$ cat src/rtl/multicycle_control_if.sv
// Control bundle between the multi-cycle main FSM and the RV32 datapath.
// The master side is the controller; the slave side is the datapath/memory.
interface multicycle_control_if;
    logic [6:0] opcode;
    logic       zero;
    logic       mem_ready;
    logic       pc_write;
    logic       ir_write;
    logic       i_or_d;
    logic       mem_read;
    logic       mem_write;
    logic       reg_write;
    logic       mem_to_reg;
    logic [1:0] alu_src_a;
    logic [1:0] alu_src_b;
    logic [1:0] alu_op;
    logic       pc_src;
    logic       illegal;
    logic       mem_err;
    logic [3:0] state;

    modport master (
        input  opcode, zero, mem_ready,
        output pc_write, ir_write, i_or_d, mem_read, mem_write, reg_write,
               mem_to_reg, alu_src_a, alu_src_b, alu_op, pc_src,
               illegal, mem_err, state
    );

    modport slave (
        output opcode, zero, mem_ready,
        input  pc_write, ir_write, i_or_d, mem_read, mem_write, reg_write,
               mem_to_reg, alu_src_a, alu_src_b, alu_op, pc_src,
               illegal, mem_err, state
    );
endinterface

$ cat src/rtl/multicycle_control.sv
// Multi-cycle RV32 main control FSM: FETCH/DECODE/EXEC/MEM/WB sequencing with
// a memory wait timeout and sticky illegal-opcode / memory-timeout traps.
module multicycle_control #(
    parameter int unsigned MEM_TIMEOUT  = 16,
    parameter int unsigned CNT_W        = 5,
    parameter bit          ENABLE_ITYPE = 1'b1,
    parameter bit          ENABLE_JAL   = 1'b1
) (
    input logic                 clk,
    input logic                 rst,
    multicycle_control_if.master bus
);

    localparam logic [6:0] OP_R   = 7'b0110011;
    localparam logic [6:0] OP_I   = 7'b0010011;
    localparam logic [6:0] OP_LW  = 7'b0000011;
    localparam logic [6:0] OP_SW  = 7'b0100011;
    localparam logic [6:0] OP_BEQ = 7'b1100011;
    localparam logic [6:0] OP_JAL = 7'b1101111;

    localparam bit          TIMEOUT_EN = (MEM_TIMEOUT != 0);
    localparam int unsigned TO_LAST    = TIMEOUT_EN ? MEM_TIMEOUT - 1 : 0;

    typedef enum logic [3:0] {
        S_FETCH    = 4'd0,
        S_DECODE   = 4'd1,
        S_MEM_ADDR = 4'd2,
        S_MEM_RD   = 4'd3,
        S_MEM_WB   = 4'd4,
        S_MEM_WR   = 4'd5,
        S_EXEC_R   = 4'd6,
        S_EXEC_I   = 4'd7,
        S_ALU_WB   = 4'd8,
        S_BRANCH   = 4'd9,
        S_JAL      = 4'd10,
        S_TRAP     = 4'd15
    } state_t;

    state_t             state_q;
    state_t             state_d;
    logic [CNT_W-1:0]   wait_cnt;
    logic               op_lw_q;
    logic               illegal_q;
    logic               mem_err_q;
    logic               waiting_c;
    logic               timeout_c;
    logic               illegal_op_c;

    always_ff @(posedge clk) begin
        if (rst) begin
            state_q <= S_FETCH;
        end else begin
            state_q <= state_d;
        end
    end

    // Wait counter, latched load/store kind and sticky trap causes.
    always_ff @(posedge clk) begin
        if (rst) begin
            wait_cnt  <= '0;
            op_lw_q   <= 1'b0;
            illegal_q <= 1'b0;
            mem_err_q <= 1'b0;
        end else begin
            if (state_d != state_q) begin
                wait_cnt <= '0;
            end else if (waiting_c) begin
                wait_cnt <= wait_cnt + CNT_W'(1);
            end
            if (state_q == S_DECODE) begin
                op_lw_q <= (bus.opcode == OP_LW);
            end
            if (illegal_op_c) begin
                illegal_q <= 1'b1;
            end
            if (timeout_c) begin
                mem_err_q <= 1'b1;
            end
        end
    end

    // A memory state traps on the last allowed waiting cycle unless mem_ready rises.
    always_comb begin
        state_d      = state_q;
        waiting_c    = 1'b0;
        timeout_c    = 1'b0;
        illegal_op_c = 1'b0;
        case (state_q)
            S_FETCH, S_MEM_RD, S_MEM_WR: begin
                if (bus.mem_ready) begin
                    case (state_q)
                        S_FETCH:  state_d = S_DECODE;
                        S_MEM_RD: state_d = S_MEM_WB;
                        default:  state_d = S_FETCH;
                    endcase
                end else begin
                    waiting_c = 1'b1;
                    if (TIMEOUT_EN && (wait_cnt == CNT_W'(TO_LAST))) begin
                        state_d   = S_TRAP;
                        timeout_c = 1'b1;
                    end
                end
            end
            S_DECODE: begin
                case (bus.opcode)
                    OP_R:         state_d = S_EXEC_R;
                    OP_I:         state_d = ENABLE_ITYPE ? S_EXEC_I : S_TRAP;
                    OP_LW, OP_SW: state_d = S_MEM_ADDR;
                    OP_BEQ:       state_d = S_BRANCH;
                    OP_JAL:       state_d = ENABLE_JAL ? S_JAL : S_TRAP;
                    default:      state_d = S_TRAP;
                endcase
                illegal_op_c = (state_d == S_TRAP);
            end
            S_MEM_ADDR: state_d = op_lw_q ? S_MEM_RD : S_MEM_WR;
            S_EXEC_R, S_EXEC_I: state_d = S_ALU_WB;
            S_ALU_WB, S_MEM_WB, S_BRANCH, S_JAL: state_d = S_FETCH;
            S_TRAP: state_d = S_TRAP;
            default: state_d = S_FETCH;
        endcase
    end

    // Datapath controls decoded from the registered state; forced low in reset.
    always_comb begin
        bus.pc_write   = 1'b0;
        bus.ir_write   = 1'b0;
        bus.i_or_d     = 1'b0;
        bus.mem_read   = 1'b0;
        bus.mem_write  = 1'b0;
        bus.reg_write  = 1'b0;
        bus.mem_to_reg = 1'b0;
        bus.alu_src_a  = 2'b00;
        bus.alu_src_b  = 2'b00;
        bus.alu_op     = 2'b00;
        bus.pc_src     = 1'b0;
        bus.illegal    = 1'b0;
        bus.mem_err    = 1'b0;
        bus.state      = 4'd0;
        if (!rst) begin
            bus.state   = state_q;
            bus.illegal = illegal_q;
            bus.mem_err = mem_err_q;
            case (state_q)
                S_FETCH: begin
                    bus.mem_read  = 1'b1;
                    bus.alu_src_a = 2'b10;
                    bus.alu_src_b = 2'b01;
                    bus.ir_write  = bus.mem_ready;
                    bus.pc_write  = bus.mem_ready;
                end
                S_DECODE: begin
                    bus.alu_src_b = 2'b10;
                end
                S_MEM_ADDR: begin
                    bus.alu_src_a = 2'b01;
                    bus.alu_src_b = 2'b10;
                end
                S_MEM_RD: begin
                    bus.mem_read = 1'b1;
                    bus.i_or_d   = 1'b1;
                end
                S_MEM_WB: begin
                    bus.reg_write  = 1'b1;
                    bus.mem_to_reg = 1'b1;
                end
                S_MEM_WR: begin
                    bus.mem_write = 1'b1;
                    bus.i_or_d    = 1'b1;
                end
                S_EXEC_R: begin
                    bus.alu_src_a = 2'b01;
                    bus.alu_op    = 2'b10;
                end
                S_EXEC_I: begin
                    bus.alu_src_a = 2'b01;
                    bus.alu_src_b = 2'b10;
                    bus.alu_op    = 2'b10;
                end
                S_ALU_WB: begin
                    bus.reg_write = 1'b1;
                end
                S_BRANCH: begin
                    bus.alu_src_a = 2'b01;
                    bus.alu_op    = 2'b01;
                    bus.pc_src    = 1'b1;
                    bus.pc_write  = bus.zero;
                end
                S_JAL: begin
                    bus.alu_src_b = 2'b01;
                    bus.reg_write = 1'b1;
                    bus.pc_src    = 1'b1;
                    bus.pc_write  = 1'b1;
                end
                default: ;
            endcase
        end
    end

endmodule
$ cat src/flat_wrapper.sv
// flat-port wrapper written by rule: the top's interface ports become plain ports
module multicycle_control_flat 
#(
    parameter int unsigned MEM_TIMEOUT  = 16,
    parameter int unsigned CNT_W        = 5,
    parameter bit          ENABLE_ITYPE = 1'b1,
    parameter bit          ENABLE_JAL   = 1'b1
)
  (clk, rst, bus_opcode, bus_zero, bus_mem_ready, bus_pc_write, bus_ir_write, bus_i_or_d, bus_mem_read, bus_mem_write, bus_reg_write, bus_mem_to_reg, bus_alu_src_a, bus_alu_src_b, bus_alu_op, bus_pc_src, bus_illegal, bus_mem_err, bus_state);
  multicycle_control_if bus_i ();
  input logic clk;
  input logic rst;
  input wire logic [$bits(bus_i.opcode)-1:0] bus_opcode;
  input wire logic [$bits(bus_i.zero)-1:0] bus_zero;
  input wire logic [$bits(bus_i.mem_ready)-1:0] bus_mem_ready;
  output wire logic [$bits(bus_i.pc_write)-1:0] bus_pc_write;
  output wire logic [$bits(bus_i.ir_write)-1:0] bus_ir_write;
  output wire logic [$bits(bus_i.i_or_d)-1:0] bus_i_or_d;
  output wire logic [$bits(bus_i.mem_read)-1:0] bus_mem_read;
  output wire logic [$bits(bus_i.mem_write)-1:0] bus_mem_write;
  output wire logic [$bits(bus_i.reg_write)-1:0] bus_reg_write;
  output wire logic [$bits(bus_i.mem_to_reg)-1:0] bus_mem_to_reg;
  output wire logic [$bits(bus_i.alu_src_a)-1:0] bus_alu_src_a;
  output wire logic [$bits(bus_i.alu_src_b)-1:0] bus_alu_src_b;
  output wire logic [$bits(bus_i.alu_op)-1:0] bus_alu_op;
  output wire logic [$bits(bus_i.pc_src)-1:0] bus_pc_src;
  output wire logic [$bits(bus_i.illegal)-1:0] bus_illegal;
  output wire logic [$bits(bus_i.mem_err)-1:0] bus_mem_err;
  output wire logic [$bits(bus_i.state)-1:0] bus_state;
  assign bus_i.opcode = bus_opcode;
  assign bus_i.zero = bus_zero;
  assign bus_i.mem_ready = bus_mem_ready;
  assign bus_pc_write = bus_i.pc_write;
  assign bus_ir_write = bus_i.ir_write;
  assign bus_i_or_d = bus_i.i_or_d;
  assign bus_mem_read = bus_i.mem_read;
  assign bus_mem_write = bus_i.mem_write;
  assign bus_reg_write = bus_i.reg_write;
  assign bus_mem_to_reg = bus_i.mem_to_reg;
  assign bus_alu_src_a = bus_i.alu_src_a;
  assign bus_alu_src_b = bus_i.alu_src_b;
  assign bus_alu_op = bus_i.alu_op;
  assign bus_pc_src = bus_i.pc_src;
  assign bus_illegal = bus_i.illegal;
  assign bus_mem_err = bus_i.mem_err;
  assign bus_state = bus_i.state;
  multicycle_control #(.MEM_TIMEOUT(MEM_TIMEOUT), .CNT_W(CNT_W), .ENABLE_ITYPE(ENABLE_ITYPE), .ENABLE_JAL(ENABLE_JAL)) u_core (.clk(clk), .rst(rst), .bus(bus_i));
endmodule
$ cat config.mk
export PLATFORM = sky130hd
export DESIGN_NAME = multicycle_control_flat
export DESIGN_NICKNAME = d
export VERILOG_FILES = /design/src/rtl/multicycle_control_if.sv /design/src/rtl/multicycle_control.sv /design/src/flat_wrapper.sv
export SDC_FILE = /design/constraint.sdc
export NUM_CORES = 1
export LEC_CHECK = 0
export ABC_AREA = 0
export CORE_MARGIN = 2
export CORE_UTILIZATION = 43
export DETAILED_ROUTE_END_ITERATION = 12
export GPL_TIMING_DRIVEN = 0
export MAX_ROUTING_LAYER = met4
export PLACE_DENSITY = 0.76
export SYNTH_ARGS = -nofsm -noshare
export SYNTH_HDL_FRONTEND = slang
export SYNTH_SLANG_ARGS = --single-unit
$ cat constraint.sdc
create_clock -name clk -period 2.25 [get_ports clk]
set_input_delay 0.45 -clock clk [delete_from_list [all_inputs] [get_ports clk]]
set_output_delay 0.45 -clock clk [all_outputs]
set_load 0.05 [all_outputs]
==> flow_metrics.env <==
export IMPL_timing_worst_setup_path_type="primary input to flip-flop"
export IMPL_largest_net_degree_at_the_start_of_global_routing=11
export IMPL_cell_pwr_density_nw_per_um2=797.3
export IMPL_synth_yosys_seq_area_share=0.2162
export IMPL_post_route_util=0.7049
export IMPL_antenna_diode_instance_count=0
export IMPL_core_rowCount=18
export IMPL_grt_pass1_wl_um=5685
export IMPL_end_kind="flip-flop"
export IMPL_start_util=0.4526
export IMPL_holdPathStages=2
export IMPL_setup_viol_count_final=1
export IMPL_cts_htree_levels=1
export IMPL_insertion_delay_ps=280
export IMPL_portBuffers=30
export IMPL_detail_route_first_pass_iterations=4
export IMPL_syn_inst=151
export IMPL_cts_sinks=12
export IMPL_ant_nets=0
export IMPL_coreArea_sq_um=2455
export IMPL_grtUsageTotal=0.2704
export IMPL_crit_reg2reg_launch="u_core.wait_cnt[0]"
export IMPL_critPathMaxFanout=5
export IMPL_timing_critical_path_from_type="primary input"
export IMPL_ys_seq_elements=12
export IMPL_tritoncts_num_buffers=3
export IMPL_post_drt_wl_per_cell_um=16.48
export IMPL_grt_remaining_overflow=0
export IMPL_synth_enable_flop_cells=0
export IMPL_finalHoldViolCount=0
export IMPL_static_leakage_power_nw=0.6581
export IMPL_wp_data_required_ps=2460
export IMPL_synth_cell_types=54
export IMPL_total_nets_after_synthesis=164
export IMPL_synth_flop_cell="sky130_fd_sc_hd__dfxtp_1"
export IMPL_post_route_cells_drive_above_1_share=0.3938
export IMPL_globalplace_congestion=0.9679
export IMPL_place_worst_setup_slack_ps=-1176
export IMPL_reg2reg_depth=9
export IMPL_first_iter_violations=42
export IMPL_route_detailed_vias_per_inst=5.906
export IMPL_synthesis_area_sq_um=1111
export IMPL_die_y_um=54.83
export IMPL_per_instance_average_area_after_synthesis_sq_um=7.358
export IMPL_vias=1317
export IMPL_critPathArrivalTime_ps=2460
export IMPL_max_freq_mhz=444.2
export IMPL_finalClockSkew_ps=2.354
export IMPL_slew_violations=0
export IMPL_status="finished with violations"
export IMPL_flow_area_growth_from_synthesis_pct=55.74
export IMPL_failed_checks="negative setup slack"
export IMPL_clockBufferDepth=2
export IMPL_post_route_worst_setup_slack_ps=-1.412
export IMPL_wl_um=3676
export IMPL_hpwlAfterDp_um=2614
export IMPL_floorplan_die_area_sq_um=3006
export IMPL_ir_worst_vdd_mv=0.6482
export IMPL_clk_pin_slew_ps=80
export IMPL_die_w_um=54.83
export IMPL_slew_hr=0.6565
export IMPL_antenna_found_initial=0
export IMPL_cts_tree="built"
export IMPL_max_cap_viol_count=0
export IMPL_reg2reg_to="u_core.wait_cnt[3]"
export IMPL_setup_repair_after_global_routing_missed_its_margin="yes"
export IMPL_ff2ff_setup_slack_ps=40
export IMPL_fin_crit_sh=1.001
export IMPL_hp_start="u_core.mem_err_q"
export IMPL_period_minus_slack_ps=2251
export IMPL_async_s_r_ff_share_synth=0
export IMPL_via_count_of_the_first_global_routing_pass=1185
export IMPL_worstMarginPinSlew_ps=513.9
export IMPL_hold_buffers=0
export IMPL_min_delay_worst_endpoint="u_core.mem_err_q"
export IMPL_fillCellCount=207
export IMPL_final_net_count=207
export IMPL_yosysWarnings=0
export IMPL_hold_class="flip-flop to flip-flop"
export IMPL_ios=31
export IMPL_drc_errors_left=0
export IMPL_clock_root_buffer="sky130_fd_sc_hd__clkbuf_4"
==> where the power goes <==
| group | total (W) | leakage (nW) | switching (W) | internal (W) |
|---|---|---|---|---|
| Sequential | 0.000279 | 0.0999 | 0.0000386 | 0.000241 |
| Combinational | 0.000921 | 0.537 | 0.000562 | 0.000359 |
| Clock | 0.000179 | 0.0210 | 0.0000810 | 0.0000985 |
| Total | 0.00138 | 0.658 | 0.000682 | 0.000698 |
==> worst max path at each step <==
| stage | startpoint | endpoint | slack (ps) | cells after the start |
|---|---|---|---|---|
| after floorplan | u_core.state_q[0] | bus_ir_write | -400 | 4 |
| after global placement | rst | bus_mem_err | -1130 | 5 |
| after detailed placement | rst | bus_state[1] | -1180 | 5 |
| after CTS | bus_opcode[2] | u_core.wait_cnt[0] | 3 | 7 |
| after global routing | bus_opcode[2] | u_core.wait_cnt[3] | -120 | 7 |
| final | bus_opcode[2] | u_core.wait_cnt[1] | -1 | 7 |
==> cells in the mapped netlist (4+ instances only) <==
| library cell | count | area, sq um |
|---|---|---|
| sky130_fd_sc_hd__clkbuf_1 | 5 | 18.77 |
| sky130_fd_sc_hd__nor2b_1 | 6 | 37.54 |
| sky130_fd_sc_hd__dfxtp_1 | 12 | 240.2 |
| sky130_fd_sc_hd__a21oi_1 | 9 | 45.04 |
| sky130_fd_sc_hd__xnor2_1 | 4 | 35.03 |
| sky130_fd_sc_hd__nand2_1 | 9 | 33.78 |
| sky130_fd_sc_hd__inv_1 | 6 | 22.52 |
| sky130_fd_sc_hd__nor2_1 | 27 | 101.4 |
| sky130_fd_sc_hd__nor3_1 | 5 | 25.02 |
| sky130_fd_sc_hd__o21ai_0 | 4 | 20.02 |
==> flip-flops by register name, summed over array words and instances (netlist names) <==
register and flops:
u_core.wait_cnt 5, u_core.state_q 4, u_core.illegal_q 1, u_core.mem_err_q 1, u_core.op_lw_q 1
==> cells in the final DEF, fill, tap and decap left out, types with 3 or more instances in the layout <==
cell type / instances
sky130_fd_sc_hd__nor2_1: 24
sky130_fd_sc_hd__clkdlybuf4s15_2: 7
sky130_fd_sc_hd__dfxtp_2: 4
sky130_fd_sc_hd__nand2_1: 9
sky130_fd_sc_hd__clkbuf_4: 3
sky130_fd_sc_hd__inv_1: 6
sky130_fd_sc_hd__dlygate4sd2_1: 3
sky130_fd_sc_hd__o21ai_0: 4
sky130_fd_sc_hd__a21oi_1: 9
sky130_fd_sc_hd__or2_2: 3
sky130_fd_sc_hd__dfxtp_1: 7
sky130_fd_sc_hd__clkdlybuf4s50_1: 8
sky130_fd_sc_hd__buf_4: 14
sky130_fd_sc_hd__nor2b_1: 4
sky130_fd_sc_hd__buf_2: 8
sky130_fd_sc_hd__nand3_1: 3
sky130_fd_sc_hd__nand2b_1: 3
sky130_fd_sc_hd__clkbuf_8: 4
sky130_fd_sc_hd__nor3_1: 4
==> per-layer routing <==
layer,global-route usage,vias to the layer above,wire (um)
met2,0.4286,53,1809
met4,0.09167,0,73
met5,-,-,0
met1,0.3548,620,1564
li1,-,633,-
met3,0.03005,11,228
==> kinds of logic after synthesis <==
family | synth area share
adders and majority gates | 0.02252
muxes | 0.01802
xor gates and xnor gates | 0.04730
buffers and inverters | 0.05969
DFF | 0.2162
AOI/OAI and AO/OA | 0.2613
and+or+nand+nor | 0.3750
==> area by class of cell <==
class                      instances  area (sq um)  area share
buffer                             9         95.09     0.05495
multi-input combinational        123         960.9      0.5553
tap                               30         37.54     0.02169
clock buffer                       4         36.28     0.02097
inverter                           6         22.52     0.01302
timing repair buffer              39         329.1      0.1902
sequential                        12         249.0      0.1439
==> worst max-delay path, stage by stage <==
cell and delay, ps:
sky130_fd_sc_hd__clkdlybuf4s50_1 450, sky130_fd_sc_hd__or2_1 310, sky130_fd_sc_hd__or3_4 410, sky130_fd_sc_hd__o211ai_2 230, sky130_fd_sc_hd__nor4bb_2 370, sky130_fd_sc_hd__o21ai_2 130
sky130_fd_sc_hd__nor2_1 120
==> repair_timing <==
item | in CTS | in global routing
gates cloned | 0 | 0
resized for setup | 109 | 21
setup endpoints to repair | 25 | 14
hold endpoints to repair | 0 | 0
setup buffers | 5 | 4
pin swaps | 7 | 10
==> through the flow <==
| stage | cell area, sq um | TNS (ps) | power, W | cells | hold WS [ps] |
|---|---|---|---|---|---|
| final | 1730 | -1.412 | 0.001380 | 223 | 462.9 |
| after global routing | 1730 | -489.6 | 0.001455 | 223 | 509.9 |
| after CTS | 1668 | 0 | 0.001318 | 220 | 467.6 |
| after detailed placement | 1520 | -18940 | 0.001108 | 211 | 452.5 |
| after global placement | 1520 | -17650 | 0.001089 | 211 | 446.0 |
| after floorplan | 1182 | -995.3 | 0.0008895 | 151 | 429.0 |
(Power assumes the default switching activity.)
